===== config.mk =====
export PLATFORM = sky130hd
export DESIGN_NAME = execute_branch_unit
export DESIGN_NICKNAME = d
export VERILOG_FILES = /design/src/rtl/execute_branch_unit.sv
export SDC_FILE = /design/constraint.sdc
export NUM_CORES = 1
export LEC_CHECK = 0
export ABC_AREA = 1
export CAP_MARGIN = 20
export CORE_UTILIZATION = 45
export DETAILED_ROUTE_END_ITERATION = 10
export PLACE_DENSITY = 0.83
export SLEW_MARGIN = 20
export SYNTH_ARGS = -nofsm -noshare
export SYNTH_HDL_FRONTEND = slang
export SYNTH_SLANG_ARGS = --single-unit

===== constraint.sdc =====
create_clock -name clk -period 3.5 [get_ports clk]
set_clock_uncertainty 0.1 [all_clocks]
set_input_delay 0.875 -clock clk [delete_from_list [all_inputs] [get_ports clk]]
set_output_delay 0.875 -clock clk [all_outputs]
set_load 0.05 [all_outputs]

===== src/rtl/execute_branch_unit.sv =====
`default_nettype none
// ============================================================================
// Module      : execute_branch_unit
// Description : Execute stage behind the decoder. Resolves conditional
//               branches, computes add/addi writeback results, counts
//               retired instructions and holds the jump_branch_enable flush
//               request high for FLUSH_CYCLES cycles after a taken branch.
// Revision    : 1.0 - initial release
// ============================================================================
module execute_branch_unit #(
    parameter int FLUSH_CYCLES = 2
) (
    input  logic        clk,
    input  logic        reset_n,
    input  logic        beq,
    input  logic        bne,
    input  logic        blt,
    input  logic        bge,
    input  logic        bltu,
    input  logic        bgeu,
    input  logic        addi,
    input  logic        add,
    input  logic [31:0] imm,
    input  logic [4:0]  rd,
    input  logic [31:0] rs1_data,
    input  logic [31:0] rs2_data,
    input  logic [31:0] pc,
    output logic        jump_branch_enable,
    output logic [31:0] jump_target,
    output logic        wb_enable,
    output logic [4:0]  wb_rd,
    output logic [31:0] wb_data,
    output logic [31:0] retire_count
);

    typedef enum logic [0:0] {
        RUN   = 1'b0,
        FLUSH = 1'b1
    } state_t;

    localparam logic [3:0] FLUSH_LOAD = 4'(FLUSH_CYCLES - 1);

    state_t      state_q, state_d;
    logic [3:0]  flush_cnt_q, flush_cnt_d;
    logic        jbe_q, jbe_d;
    logic [31:0] target_q, target_d;
    logic        wb_en_q, wb_en_d;
    logic [4:0]  wb_rd_q, wb_rd_d;
    logic [31:0] wb_data_q, wb_data_d;
    logic [31:0] retire_q, retire_d;

    logic [7:0]  flags;
    logic        valid_op;
    logic        execute;
    logic        is_alu;
    logic        taken;
    logic [31:0] alu_result;

    assign flags = {beq, bne, blt, bge, bltu, bgeu, addi, add};

    // Decode: exactly one flag is a real instruction; anything sampled while
    // the flush request is already high belongs to the wrong path.
    always_comb begin
        valid_op   = $onehot(flags);
        execute    = valid_op && !jbe_q;
        is_alu     = add | addi;
        alu_result = add ? (rs1_data + rs2_data) : (rs1_data + imm);
        taken      = (beq  && (rs1_data == rs2_data))
                  || (bne  && (rs1_data != rs2_data))
                  || (blt  && ($signed(rs1_data) <  $signed(rs2_data)))
                  || (bge  && ($signed(rs1_data) >= $signed(rs2_data)))
                  || (bltu && (rs1_data <  rs2_data))
                  || (bgeu && (rs1_data >= rs2_data));
    end

    // Next-state computation for the flush FSM, writeback and retire count.
    always_comb begin
        state_d     = state_q;
        flush_cnt_d = flush_cnt_q;
        jbe_d       = jbe_q;
        target_d    = target_q;
        wb_en_d     = 1'b0;
        wb_rd_d     = wb_rd_q;
        wb_data_d   = wb_data_q;
        retire_d    = retire_q;

        case (state_q)
            RUN: begin
                jbe_d = 1'b0;
                if (execute && taken) begin
                    jbe_d       = 1'b1;
                    flush_cnt_d = FLUSH_LOAD;
                    state_d     = FLUSH;
                    target_d    = (pc + imm) & 32'hFFFF_FFFE;
                end
            end
            FLUSH: begin
                // Every input is squashed here, so a branch cannot re-arm.
                if (flush_cnt_q == 4'd0) begin
                    state_d = RUN;
                    jbe_d   = 1'b0;
                end else begin
                    flush_cnt_d = flush_cnt_q - 4'd1;
                    jbe_d       = 1'b1;
                end
            end
            default: begin
                state_d = RUN;
                jbe_d   = 1'b0;
            end
        endcase

        // rd == 0 still retires but never strobes the register file.
        if (execute && is_alu && (rd != 5'd0)) begin
            wb_en_d   = 1'b1;
            wb_rd_d   = rd;
            wb_data_d = alu_result;
        end

        if (execute) begin
            retire_d = retire_q + 32'd1;
        end
    end

    // State and output registers; reset acts immediately, even mid-flush.
    always_ff @(posedge clk or negedge reset_n) begin
        if (!reset_n) begin
            state_q     <= RUN;
            flush_cnt_q <= 4'd0;
            jbe_q       <= 1'b0;
            target_q    <= 32'd0;
            wb_en_q     <= 1'b0;
            wb_rd_q     <= 5'd0;
            wb_data_q   <= 32'd0;
            retire_q    <= 32'd0;
        end else begin
            state_q     <= state_d;
            flush_cnt_q <= flush_cnt_d;
            jbe_q       <= jbe_d;
            target_q    <= target_d;
            wb_en_q     <= wb_en_d;
            wb_rd_q     <= wb_rd_d;
            wb_data_q   <= wb_data_d;
            retire_q    <= retire_d;
        end
    end

    assign jump_branch_enable = jbe_q;
    assign jump_target        = target_q;
    assign wb_enable          = wb_en_q;
    assign wb_rd              = wb_rd_q;
    assign wb_data            = wb_data_q;
    assign retire_count       = retire_q;

endmodule
`default_nettype wire


* Yosys cells after proc, flatten, opt, wreduce, memory -nomap -nowiden *
Index checks and enable logic that the tools add are counted.

word-level totals
  register bits after elaboration = 106
  input port bits = 143
  output and inout port bits = 103
  word-level logic and storage cells = 58

cells by class
  add/sub/neg operators = 12
  $lt $le $gt $ge = 4
  eq/ne operators = 5
  multiplexer cells = 8
  bitwise gates (word level) = 2
  reductions and logical operators = 20

operator list
  kind                                               number
  adder 32 bit                                       3
  greater-or-equal comparator 32 bit                 2
  less-than comparator 32 bit                        2
  adder 32 x 1 -> 32 bit (second input constant)     1
  == test 32 bit                                     1
  two-way mux 32 bit                                 1
  inequality test 32 bit                             1
  logical AND 1 bit                                  10
  adder 1 x 1 -> 2 bit                               4
  two-way mux 4 bit                                  2
  case mux 4 bit (2 select lines)                    1
  adder 2 x 2 -> 3 bit                               2
  logical OR 1 bit                                   5
  nonzero test 5 bit                                 1
  adder 3 x 3 -> 4 bit                               1
  == test 4 x 1 -> 1 bit (second input constant)     1
  zero test 4 bit                                    1
  inequality test 2 bit (second input constant)      2
  AND reduction 2 bit                                2
  subtractor 4 x 1 -> 4 bit (second input constant)  1
  two-way mux 1 bit                                  3
  case mux 1 bit (2 select lines)                    1
  zero test 1 bit                                    1
  NOT 1 bit                                          1
  bitwise OR 1 bit                                   1

* Longest topological paths before layout *
  word-level depth = 10
  depth in mapped cells = 20

* Worst setup path after synthesis *
Ideal clock, no wire load.

  kind = input to register
  from = in beq
  to = reg retire_q[29], in the netlist retire_count[29]
  library setup time = 122 ps
  arrival = 4307 ps
  required time = 3278 ps
  setup slack = -1029 ps
  stages on the path = 19
  cell sequence = fa_1 > inv_1 > fa_1 > fa_1 > inv_1 > ha_1 > fa_1 > nor2_1 > nand2_1 > a21oi_2 > nand2_4 > inv_6 > nand2_4 > nor2_8 > nand4_4 > nor3_4 > nand4_1 > o21ai_1 > nand2_1

on the way
  word-level cells in the longest chain between the ends = 5

RTL lines
  what                                        line  source
  from (decl)                                 15    input logic beq,
  adder 1 x 1 -> 2 bit (implied by the code)  64    valid_op = $onehot(flags);
  adder 2 x 2 -> 3 bit (implied by the code)  64
  adder 3 x 3 -> 4 bit (implied by the code)  64
  == test 4 x 1 -> 1 bit                      64
  logical AND 1 bit                           65    execute = valid_op && !jbe_q;
  to (signal assigned)                        144   retire_q <= retire_d;
  to (decl)                                   50    logic [31:0] retire_q, retire_d;

No other way between the ends.
A chain may end at the register's enable or synchronous reset.

* Worst setup path after layout *
  from = in beq
  to = reg retire_q[26], in the netlist retire_count[26]

The elaborated chain is that of the path after synthesis.

==> impl_metrics.py <==
metrics = {
    "sta": {
        "setup_ws_ns": -1.02,
        "min_period_ns": 4.52,
        "grt_setup_unrepaired": "true",
        "hold_violations": 0,
        "tightest_slew_ns": 1.12,
        "setup_viol": 106,
        "relSlewSlack_pct": 24.5,
        "slew_viol_final": 0,
        "max_clock_freq_mhz": 221,
        "finalCritPeriodShare_pct": 129,
        "tns_ns": -91.62,
    },
    "synth": {
        "syn_inst": 1273,
        "synth_top_family_by_area": "simple AND/OR/NAND/NOR gates",
        "synthesis.nets": 1520,
        "syn_area_um2": 9330,
        "synthAdderAreaFrac_pct": 14.4,
        "synth-simple-area-share_pct": 25.6,
        "ys_warn_count": 0,
        "yosys.cell_types.count": 50,
        "synthMuxAreaShare_pct": 0,
        "yosysSeqAreaShare_pct": 28.4,
        "synth_compound_area_share_pct": 16.5,
        "synth_seq_cells": 106,
        "synth-xor-area-share_pct": 7.51,
        "syn_area_per_cell_um2": 7.33,
    },
    "worst_setup_path": {
        "critical_path.max_fanout": 3,
        "slowest_delay_ns": 0.52,
        "reg2reg_from": "retire_count[1]",
        "path_buf_inv": 7,
        "critical_path_required_ns": 3.64,
        "crit_type": "in -> reg",
        "worst_path_max_delay_cell": "fa_1",
        "cp_data_arrival_time_ns": 4.66,
        "crit_path_end_kind": "register",
        "cp_cell_sequence": "buf_8, fa_1, inv_1, fa_1, fa_1, inv_1, ha_2, fa_1, nor2_1, nand2_1, a21oi_2, nand2_4, buf_12, buf_4, buf_8, nor4_4, nand2_1, inv_2, nand4_1, xnor2_1",
        "r2r_slack_ns": 0.63,
        "crit_family": "adder cells",
        "r2r_cells": 9,
        "timing.rr.end": "retire_count[26]",
        "cpMostUsedCell": "fa_1",
        "start_kind": "input port",
    },
    "clock_network": {
        "cts.sinks": 106,
        "clkLatencyLatePin_ns": 0.36,
        "cts_buffer_depth": 2,
        "h-tree-depth": 3,
        "cts_root_buffer": "clkbuf_16",
        "cts_tree": "done",
        "cts.clk_slew.worst_paths_ns": 0.08,
        "postCtsHoldBufs": 0,
        "numCtsBuffers": 9,
    },
    "grt": {
        "grt_pass1_vias": 10300,
        "antenna_found_initial": 0,
        "met2_usage_pct": 52.3,
        "grt_util_met3_pct": 6.11,
        "grt_pass1_wl_um": 51500,
        "grt-busiest-layer": "met2",
        "met1_usage_pct": 38.6,
        "overflow": 0,
        "grt_max_degree": 57,
        "grt_usage_pct": 30.6,
    },
    "detailed_routing": {
        "wl_per_cell_um": 17.7,
        "postRouteWirelength_um": 34600,
        "viasPerCell": 5.34,
        "drt_iter0_markers": 612,
        "route.detailed.drc": 0,
        "first_pass_iters": 5,
        "postRouteAntennaNets": 0,
        "vias": 10500,
    },
    "floorplanning": {
        "die_h_um": 146,
        "core.rowCount": 52,
        "die_area_um2": 21300,
        "core_area_um2": 20300,
        "initial_core_util_pct": 46.0,
        "die_w_um": 146,
        "pin_count": 246,
    },
    "placement": {
        "routabilityCongestion": 0.979,
        "dp_slack_ns": -1.64,
        "port_buffers": 244,
        "dpl.hpwl_um": 26500,
    },
    "cells_and_area": {
        "multi_input_area_um2": 6620,
        "layout_commonest_cell": "nand2_1",
        "diodes": 0,
        "final_layout_size_suffix_gt1_share_pct": 21.6,
        "ff_latch_area_um2": 2650,
        "nFillCells": 1577,
        "area_growth_pct": 57.4,
        "fin_nets": 1934,
        "layout_common_cells": "nand2_1, clkdlybuf4s50_1, inv_1, buf_4, dfrtp_1",
    },
    "status": {
        "violations": "setup timing",
        "status": "complete, but fails checks",
    },
    "pwr": {
        "ir_drop_uv": 539,
        "p_leak_nw": 7.10,
        "p_per_area_nw_per_um2": 602,
    },
    "flow_run": {
        "max-cap-violations": 0,
    },
    "min_path": {
        "worst_hold_path_type": "in -> async",
    },
}
[cells by family (layout without fill, tap and decap cells)]
family | Yosys count | in the layout
XOR/XNOR | 80 | 80
adder cells (fa/ha/maj) | 104 | 104
AND/OR/NAND/NOR | 549 | 550
other | 1 | 1
buffers and inverters | 170 | 587
AO/OA/AOI/OAI | 263 | 263
flip-flops | 106 | 106
[through the flow]
stage          hold slack, ns  total power [W]  instances  cell area, um^2  util [%]
5_1_grt                 0.308          0.00925       1961            14700      72.3
3_5_place_dp            0.365          0.00676       1914            13200      65.2
4_1_cts                 0.299          0.00802       1940            13800      67.9
6_report                0.292          0.00884       1961            14700      72.3
3_3_place_gp            0.360          0.00666       1914            13200      65.2
2_1_floorplan           0.400          0.00499       1273             9420         -
[where the power goes]
group	switching, W	internal [W]	leakage, nW
combinational	0.00331	0.00230	5.61
sequential	0.000463	0.00167	1.34
clock	0.000529	0.000563	0.144
[cell usage after synthesis, drive strengths merged]
cell type | n | area share, %
nor4 | 7 | 0.54
conb | 1 | 0.040
a221oi | 2 | 0.19
a31oi | 10 | 0.67
nand2 | 347 | 14
nor3 | 23 | 1.5
dfrtp | 106 | 28
clkbuf | 11 | 0.44
a211oi | 1 | 0.081
a21boi | 3 | 0.24
fa | 6 | 1.3
or2 | 5 | 0.34
nor2 | 95 | 4.2
xnor2 | 40 | 3.8
o21a | 4 | 0.32
o21bai | 14 | 1.1
clkinv | 1 | 0.040
a21o | 8 | 0.64
ha | 98 | 13
xor2 | 40 | 3.8
o21ai | 122 | 7.4
nand3b | 4 | 0.32
nand4 | 24 | 1.8
and2 | 1 | 0.067
o211ai | 4 | 0.32
o31ai | 2 | 0.16
inv | 149 | 6.0
nand3 | 43 | 2.5
a21oi | 89 | 4.9
o311a | 1 | 0.11
buf | 9 | 0.91
o221ai | 3 | 0.28
[area by class of cell]
cell class	count	area share (%)
Sequential cell	106	18.1
Tap cell	270	2.30
Inverter	150	3.95
Multi-Input combinational cell	998	45.1
Timing Repair Buffer	422	28.6
Clock buffer	9	1.53
Clock inverter	6	0.511
[routing by layer]
layer / part of all wire, % / vias to the layer above
met5: 0 / -
met3: 8.3 / 74
met4: 2.8 / 0
met1: 41 / 4873
met2: 48 / 463
li1: - / 5057
[state kept, by name (all words and copies together), names as in the netlist]
| register | cells |
|---|---|
| flush_cnt_q | 4 |
| jump_branch_enable | 1 |
| jump_target | 31 |
| retire_count | 32 |
| wb_data | 32 |
| wb_enable | 1 |
| wb_rd | 5 |
[worst max path at each step]
stage | startpoint | slack [ns] | depth (start not counted) | to
final | beq | -1.02 | 20 | retire_count[26]
after global routing | beq | -1.14 | 20 | retire_count[14]
after CTS | beq | -1.02 | 21 | retire_count[29]
after detailed placement | beq | -1.64 | 19 | retire_count[14]
after global placement | beq | -1.51 | 19 | retire_count[14]
after floorplan | beq | -1.01 | 19 | retire_count[29]
[repair_timing]
action | 4_1_cts | 5_1_grt
gates cloned | 2 | 11
setup endpoints to repair | 106 | 106
gates resized for setup | 34 | 175
buffers inserted | 12 | 14
pin swaps | 17 | 23
Power figures use the tool's default switching activity.
